**config.mk**
```make
export PLATFORM = sky130hd
export DESIGN_NAME = varz_circular_shifter
export DESIGN_NICKNAME = d
export VERILOG_FILES = /design/src/rtl/varz_circular_shifter.sv
export SDC_FILE = /design/constraint.sdc
export NUM_CORES = 2
export LEC_CHECK = 0
export CORE_ASPECT_RATIO = 2
export CORE_MARGIN = 10
export CORE_UTILIZATION = 40
export CTS_BUF_LIST = sky130_fd_sc_hd__clkbuf_8
export DETAILED_ROUTE_END_ITERATION = 6
export PLACE_DENSITY = 0.56
export SLEW_MARGIN = 25
export SYNTH_ARGS = -nofsm -noshare
export SYNTH_HDL_FRONTEND = slang
export SYNTH_HIERARCHICAL = 1
export SYNTH_SLANG_ARGS = --single-unit
```
**constraint.sdc**
```tcl
create_clock -name clk -period 4.5 [get_ports clk]
set_input_delay 0.675 -clock clk [delete_from_list [all_inputs] [get_ports clk]]
set_output_delay 0.675 -clock clk [all_outputs]
set_load 0.05 [all_outputs]
```
**src/rtl/varz_circular_shifter.sv**
```systemverilog
// Variable-Z cyclic rotator: a doubled vector is built in stage 0, then NST
// stages each resolve ROTATES_PER_CYCLE shift bit-levels, with one shared stall.

module varz_cs_stage #(
   parameter int MAXZ = 81,
   parameter int SW   = 7,
   parameter int LO   = 0,
   parameter int HI   = 1,
   parameter int OW   = 2*MAXZ
) (
   input  logic [2*MAXZ-1:0] dat_i,
   input  logic [SW-1:0]     sh_i,
   output logic [OW-1:0]     dat_o
);
   logic [2*MAXZ-1:0] d;

   // Right-shifting the doubled vector by s yields the rotated word in its low z bits.
   always_comb begin
      d = dat_i;
      for (int j = 0; j < SW; j++)
         if (j >= LO && j < HI && sh_i[j]) d = d >> (1 << j);
      dat_o = d[OW-1:0];
   end
endmodule

module varz_circular_shifter #(
   parameter  int MAXZ              = 81,
   parameter  int ROTATES_PER_CYCLE = 2,
   parameter  int TAGW              = 8,
   localparam int SW                = $clog2(MAXZ)
) (
   input  logic            clk,
   input  logic            rst,
   input  logic            in_valid,
   output logic            in_ready,
   input  logic [MAXZ-1:0] in_data,
   input  logic [SW:0]     z_in,
   input  logic [SW-1:0]   shift_val,
   input  logic            dir,
   input  logic [TAGW-1:0] tag_in,
   output logic            out_valid,
   input  logic            out_ready,
   output logic [MAXZ-1:0] out_data,
   output logic [TAGW-1:0] tag_out,
   output logic            err_out,
   output logic [15:0]     err_cnt
);
   localparam int NST = (SW + ROTATES_PER_CYCLE - 1) / ROTATES_PER_CYCLE;
   localparam int LAT = NST + 1;
   localparam logic [SW:0] MAXZ_Z = (SW+1)'(MAXZ);

   logic                          adv;
   logic [LAT-1:0]                vld_pipe;
   logic [NST-1:0][2*MAXZ-1:0]    p_dat;
   logic [NST-1:0][SW-1:0]        p_sh;
   logic [NST-1:0][SW:0]          p_z;
   logic [LAT-1:0][TAGW-1:0]      p_tag;
   logic [LAT-1:0]                p_err;
   logic [NST-1:0][2*MAXZ-1:0]    nxt_dat;
   logic [MAXZ-1:0]               lst_rot;
   logic [MAXZ-1:0]               lst_dat;

   logic                          illegal;
   logic [SW:0]                   zeff;
   logic [2*MAXZ-1:0]             mx;
   logic [2*MAXZ-1:0]             dbl0;
   logic [SW-1:0]                 sh0;

   function automatic logic [MAXZ-1:0] zmask(input logic [SW:0] z);
      logic [MAXZ-1:0] m;
      for (int i = 0; i < MAXZ; i++) m[i] = (i < int'(z));
      return m;
   endfunction

   assign adv       = !out_valid || out_ready;
   assign in_ready  = adv;
   assign out_valid = vld_pipe[LAT-1];
   assign tag_out   = p_tag[LAT-1];
   assign err_out   = p_err[LAT-1];

   // Left rotation is folded into an equivalent right rotation; illegal items pass unrotated.
   always_comb begin
      illegal = (z_in == '0) || (z_in > MAXZ_Z) || ({1'b0, shift_val} >= z_in);
      zeff    = (z_in > MAXZ_Z) ? MAXZ_Z : z_in;
      mx      = {{MAXZ{1'b0}}, in_data & zmask(zeff)};
      if (illegal) begin
         dbl0 = mx;
         sh0  = '0;
      end else begin
         dbl0 = mx | (mx << z_in);
         sh0  = (dir && shift_val != '0) ? SW'(z_in - {1'b0, shift_val}) : shift_val;
      end
   end

   assign nxt_dat[0] = dbl0;

   for (genvar k = 1; k <= NST; k++) begin : g_st
      localparam int LO = (k-1) * ROTATES_PER_CYCLE;
      localparam int HI = (k * ROTATES_PER_CYCLE > SW) ? SW : k * ROTATES_PER_CYCLE;
      if (k < NST) begin : g_mid
         varz_cs_stage #(.MAXZ(MAXZ), .SW(SW), .LO(LO), .HI(HI), .OW(2*MAXZ)) u_stage (
            .dat_i(p_dat[k-1]),
            .sh_i (p_sh[k-1]),
            .dat_o(nxt_dat[k])
         );
      end else begin : g_last
         varz_cs_stage #(.MAXZ(MAXZ), .SW(SW), .LO(LO), .HI(HI), .OW(MAXZ)) u_stage (
            .dat_i(p_dat[k-1]),
            .sh_i (p_sh[k-1]),
            .dat_o(lst_rot)
         );
      end
   end

   assign lst_dat = lst_rot & zmask(p_z[NST-1]);

   always_ff @(posedge clk) begin
      if (rst) begin
         vld_pipe <= '0;
         p_dat    <= '0;
         p_sh     <= '0;
         p_z      <= '0;
         p_tag    <= '0;
         p_err    <= '0;
         out_data <= '0;
      end else if (adv) begin
         vld_pipe <= {vld_pipe[LAT-2:0], in_valid};
         p_tag    <= {p_tag[LAT-2:0], tag_in};
         p_err    <= {p_err[LAT-2:0], in_valid & illegal};
         p_dat[0] <= nxt_dat[0];
         p_sh[0]  <= sh0;
         p_z[0]   <= zeff;
         for (int k = 1; k < NST; k++) begin
            p_dat[k] <= nxt_dat[k];
            p_sh[k]  <= p_sh[k-1];
            p_z[k]   <= p_z[k-1];
         end
         out_data <= lst_dat;
      end
   end

   always_ff @(posedge clk) begin
      if (rst)
         err_cnt <= '0;
      else if (out_valid && out_ready && err_out && err_cnt != 16'hFFFF)
         err_cnt <= err_cnt + 16'd1;
   end
endmodule
```
Word level (Yosys, flattened, before mapping)
Cells that the tools add are included.
- $add $sub $neg: 2
- order comparisons: 164
- equal/unequal tests: 1
- shifts and indexed selects: 1
- muxes and demuxes: 11
- bitwise gates (word level): 4
- reduce and logical (&&, ||, !) cells: 10
- operator list (kind ; count):
    162-bit 2-to-1 mux ; 6
    6-bit by 8-bit < comparator with 1-bit output (first input constant) ; 64
    7-bit by 8-bit < comparator with 1-bit output (first input constant) ; 34
    5-bit by 8-bit < comparator with 1-bit output (first input constant) ; 32
    81-bit AND ; 2
    81-bit by 162-bit bitwise OR with 162-bit output ; 1
    81-bit by 8-bit << shifter with 162-bit output ; 1
    145-bit 2-to-1 mux ; 1
    4-bit by 8-bit < comparator with 1-bit output (first input constant) ; 16
    81-bit 2-to-1 mux ; 1
    3-bit by 8-bit < comparator with 1-bit output (first input constant) ; 8
    1-bit by 8-bit < comparator with 1-bit output (first input constant) ; 4
    2-bit by 8-bit < comparator with 1-bit output (first input constant) ; 4
    16-bit by 1-bit adder with 16-bit output (second input constant) ; 1
    16-bit != test (second input constant) ; 1
    7-bit 2-to-1 mux ; 2
    7-bit by 8-bit greater-or-equal comparator with 1-bit output ; 1
    8-bit by 7-bit > comparator with 1-bit output (second input constant) ; 1
    8-bit zero test ; 1
    8-bit 2-to-1 mux ; 1
    7-bit nonzero test ; 1
    7-bit subtractor ; 1
    1-bit logical AND ; 4
    1-bit logical OR ; 3
    other kinds (2) ; 2
- flip-flop bits (word level): 838
- input bits: 109
- output and inout bits: 108
- logic and storage cells: 214

Longest topological paths before layout
- word-level depth: 7
- depth in mapped cells: 16
- gate-level depth less buffers: 11

By module
The synthesis kept the hierarchy.
- by module, submodules not included (module ; instances ; cells each ; area an instance (um^2) ; seq. area each (um^2)):
    varz_circular_shifter ; 1 ; 5222 ; 40111.0 ; 17116.4
    varz_cs_stage (g_st[1].g_mid.u_stage) ; 1 ; 203 ; 3846.2 ; 0.0
    varz_cs_stage (g_st[2].g_mid.u_stage) ; 1 ; 216 ; 3766.1 ; 0.0
    varz_cs_stage (g_st[3].g_mid.u_stage) ; 1 ; 263 ; 3377.0 ; 0.0
    varz_cs_stage (g_st[4].g_last.u_stage) ; 1 ; 90 ; 1383.8 ; 0.0

Worst setup path before layout
OpenSTA, ideal clock, no wires.
- kind: input to register
- start point: input port z_in[4]
- end point: register p_dat[106] (netlist bit)
- library setup time: 0.114 ns
- arrival time: 3.882 ns
- data required time: 4.386 ns
- slack: 0.504 ns
- stages: 15
- path buffers: 6
- cells stage by stage: buf_6 > clkbuf_1 > inv_1 > buf_1 > clkbuf_1 > buf_1 > ha_1 > o2111a_1 > o21ai_0 > o211ai_1 > nor2_1 > nand2_1 > clkbuf_1 > o22ai_1 > a21o_1
- longest elaborated chain between the ends: 7
- elaborated cells on any way between the ends: 91
- those cells by class: 83 x order compare; 1 x shift; 2 x mux; 2 x bitwise; 3 x reduce/logical
- RTL lines (element ; line ; source):
    start, declared ; 37 ; input logic [SW:0] z_in,
    8-bit by 7-bit > comparator with 1-bit output ; 83, 84 ;
    8-bit 2-to-1 mux ; 84 ; zeff = (z_in > MAXZ_Z) ? MAXZ_Z : z_in;
    1-bit by 8-bit < comparator with 1-bit output, or another cell as far along ; 71 ; for (int i = 0; i < MAXZ; i++) m[i] = (i < int'(z));
    81-bit AND ; 85 ; mx = {{MAXZ{1'b0}}, in_data & zmask(zeff)};
    81-bit by 8-bit << shifter with 162-bit output ; 90 ; dbl0 = mx | (mx << z_in);
    81-bit by 162-bit bitwise OR with 162-bit output ; 90 ;
    162-bit 2-to-1 mux * ; 86 ; if (illegal) begin
    end signal, assigned by index ; 134 ; p_dat[k] <= nxt_dat[k];
    end, declared ; 54 ; logic [NST-1:0][2*MAXZ-1:0] p_dat;
Mark *: on every way between the ends. The rest lies on a longest branch, timed or not.
A chain may end at the register's enable or synchronous reset.

Final worst setup path
- start point: input port z_in[0]
- end point: register p_dat[114] (netlist bit)
The elaborated chain is that of the path after synthesis.

==> impl_summary.log <==
INFO  metric dpl.cell_count = 7819
INFO  metric grt_antenna_before_repair = 15
INFO  metric io_buffer_count = 216
INFO  metric grt_max_degree = 224
INFO  metric antenna_left = 0
INFO  metric first_global_vias = 49793
INFO  metric syn_nets = 5981
INFO  metric fmax = 223 MHz
INFO  metric holdCritStartpoint = rst
INFO  metric area_growth_syn_to_layout = 18.9%
INFO  metric via_count = 51053
INFO  metric yosys_warnings = 6
INFO  metric critical_path_required = 5.15 ns
INFO  metric drt_wl_total = 283000 um
INFO  metric min_period_over_period = 0.997
INFO  metric final_design_area_no_fill = 61100 um2
INFO  metric ioPinCount = 217
INFO  metric critical_path.max_fanout = 20
INFO  metric sequential_cell_area = 16600 um2
INFO  metric cts_root_buf = clkbuf_8
INFO  metric timing.reg2reg.setup_slack = 1.69 ns
INFO  metric fillCellCount = 12745
INFO  metric layoutNonFillerInstCount = 8038
INFO  metric floorplan.initialDensity = 0.402
INFO  metric final.setup_skew = 0.0554 ns
INFO  metric unrepaired_setup_endpoints_after_global_routing = false
INFO  metric slew_headroom = 0.153
INFO  metric synth.cell_area = 51400 um2
INFO  metric die_ar = 144000 um2
INFO  metric detail_route.wl_per_cell = 35.3 um
INFO  metric layout.nets = 6365
INFO  metric multiInputGateArea = 32000 um2
INFO  metric tritoncts.num_buffers = 112
INFO  metric drcViolationCount = 0
INFO  metric finalMaxSlewViolations = 0
INFO  metric power-per-cell-area = 299 nW/um2
INFO  metric cts_tree = yes
INFO  metric dieHeight = 527 um
INFO  metric drt-met1-wl = 86600 um
INFO  metric hold_viol = 0
INFO  metric post-cts-setup-buffers = 0
INFO  metric global_route_wire_length_before_repair = 393000 um
INFO  metric route.met2.wl = 141000 um
INFO  metric htree_levels = 3
INFO  metric dp_hpwl = 222000 um
INFO  metric clkSinkCount = 826
INFO  metric critPathArrivalTime = 5.13 ns
INFO  metric routed.top_layer = met5
INFO  metric post_cts_sizing_count = 0
INFO  metric timing.final.crit_period = 4.49 ns
INFO  metric cts-hold-fix-buffers = 0
INFO  metric gp_routability_congestion = 1.08
INFO  metric maxCapViolCount = 0
INFO  metric min_to = p_dat[82]
INFO  metric drtPass1Iterations = 6
INFO  metric clock_tree.buffer_depth = 3
INFO  metric hold_depth = 2
INFO  metric core.rowCount = 186
INFO  metric worst_skew_pair.late_latency = 0.83 ns
INFO  metric die_width = 274 um
INFO  metric tightest_slew = 1.26 ns
INFO  metric path_common_cell = buf_4
INFO  metric start_kind = primary input
INFO  metric setup_viol = 0
INFO  metric endpoint_kind = flip-flop
INFO  metric fraction_of_layout_instances_using_a_drive_strength_above_1 = 0.223
INFO  metric synthesized_area_per_cell = 8.78 um2
INFO  metric status = finished clean
INFO  metric synthesis.instances = 5857
INFO  metric gr-usage-all-layers = 0.383
INFO  metric hold_class = primary input to flip-flop
INFO  metric hold-worst-slack = 0.265 ns
INFO  metric gr-total-overflow = 0
INFO  metric total_leakage_power = 20.8 nW
INFO  metric irDropWorstVdd = 0.000199 V
INFO  metric first_iter_violations = 4961
INFO  metric criticalPathCategory = primary input to flip-flop
INFO  metric routed_via_density = 6.35
INFO  metric clkSlewWorstSetupHoldPaths = 0.07 ns
INFO  metric worst_path_cell_with_the_longest_stage_delay = nor2_1
INFO  metric crit-reg2reg-launch = vld_pipe[4]
INFO  metric reg2regPathDepth = 8
INFO  metric dpl-instance-area = 58500 um2
INFO  metric core_outline_area = 128000 um2
INFO  metric wl_met3 = 16300 um
INFO  metric critical_path.max_stage_delay = 0.91 ns
INFO  metric worst_r2r_dst = p_dat[82]
INFO  metric cp_cell_sequence = buf_4, nor2_1, buf_4, nor4_4, buf_4, o211ai_1, a221oi_1, buf_4, mux2i_1, mux2i_1, o21ai_1, a21oi_1
[power breakdown]
group | total [mW] | internal [mW] | switching (mW)
clock network | 6.63 | 3.56 | 3.07
registers | 7.82 | 7.50 | 0.314
logic | 3.85 | 1.47 | 2.38
[per-layer routing]
metal,up-vias,global-route usage
met5,-,0
met4,6,0.441
met3,1080,0.0746
met2,2582,0.663
met1,24922,0.348
li1,22463,-
[worst max path at each step]
stage | startpoint | endpoint | slack, ns | depth (start not counted)
floorplan | z_in[4] | p_dat[106] | 0.50 | 15
global placement | z_in[0] | p_dat[102] | -0.31 | 10
detailed placement | z_in[0] | p_dat[114] | -0.23 | 12
CTS | z_in[0] | p_dat[114] | 0.64 | 12
global route | z_in[6] | p_dat[100] | 0.20 | 13
finish | z_in[0] | p_dat[114] | 0.01 | 12
[cells in the final DEF, fill, tap and decap left out, types with 51 or more instances in the layout]
| master | instances |
|---|---|
| a211oi_1 | 62 |
| a21oi_1 | 783 |
| o21ai_0 | 211 |
| clkbuf_8 | 140 |
| mux2_4 | 81 |
| inv_1 | 51 |
| dfxtp_1 | 819 |
| nand3_1 | 63 |
| nor2_1 | 221 |
| mux4_2 | 403 |
| buf_12 | 58 |
| clkdlybuf4s50_1 | 207 |
| o211ai_1 | 83 |
| buf_4 | 587 |
| mux2i_1 | 204 |
| nand2_1 | 1407 |
| nor3_1 | 76 |
[state kept, by name (all words and copies together) (netlist names)]
register	cells
out_data	81
tag_out	8
vld_pipe	5
p_z	32
p_dat	631
p_tag	32
err_cnt	16
p_sh	16
p_err	5
[critical path: cells and delay by family]
kind / cells / cell delay (ns)
AOI/OAI and AO/OA: 4 / 1.56
buffers and inverters: 4 / 1.03
and+or+nand+nor: 2 / 0.98
muxes: 2 / 0.82
[area by class of cell]
type | instances | area share
flip-flops and latches | 826 | 0.271
well taps | 1692 | 0.0346
diodes | 13 | 0.000532
multi-input cells | 4413 | 0.524
clock inverters | 66 | 0.0106
repair buffers | 856 | 0.126
clock buffers | 140 | 0.0315
inverters | 32 | 0.00209
[stage by stage]
step	utilization	power (mW)	worst slack, ns	TNS [ns]
global placement	0.457	11.6	-0.308	-1.28
global route	0.477	18.8	0.201	0
detailed placement	0.457	11.6	-0.230	-0.603
floorplan	-	9.56	0.504	0
CTS	0.477	18.2	0.640	0
finish	0.477	18.3	0.0142	0
Power figures use the tool's default switching activity.
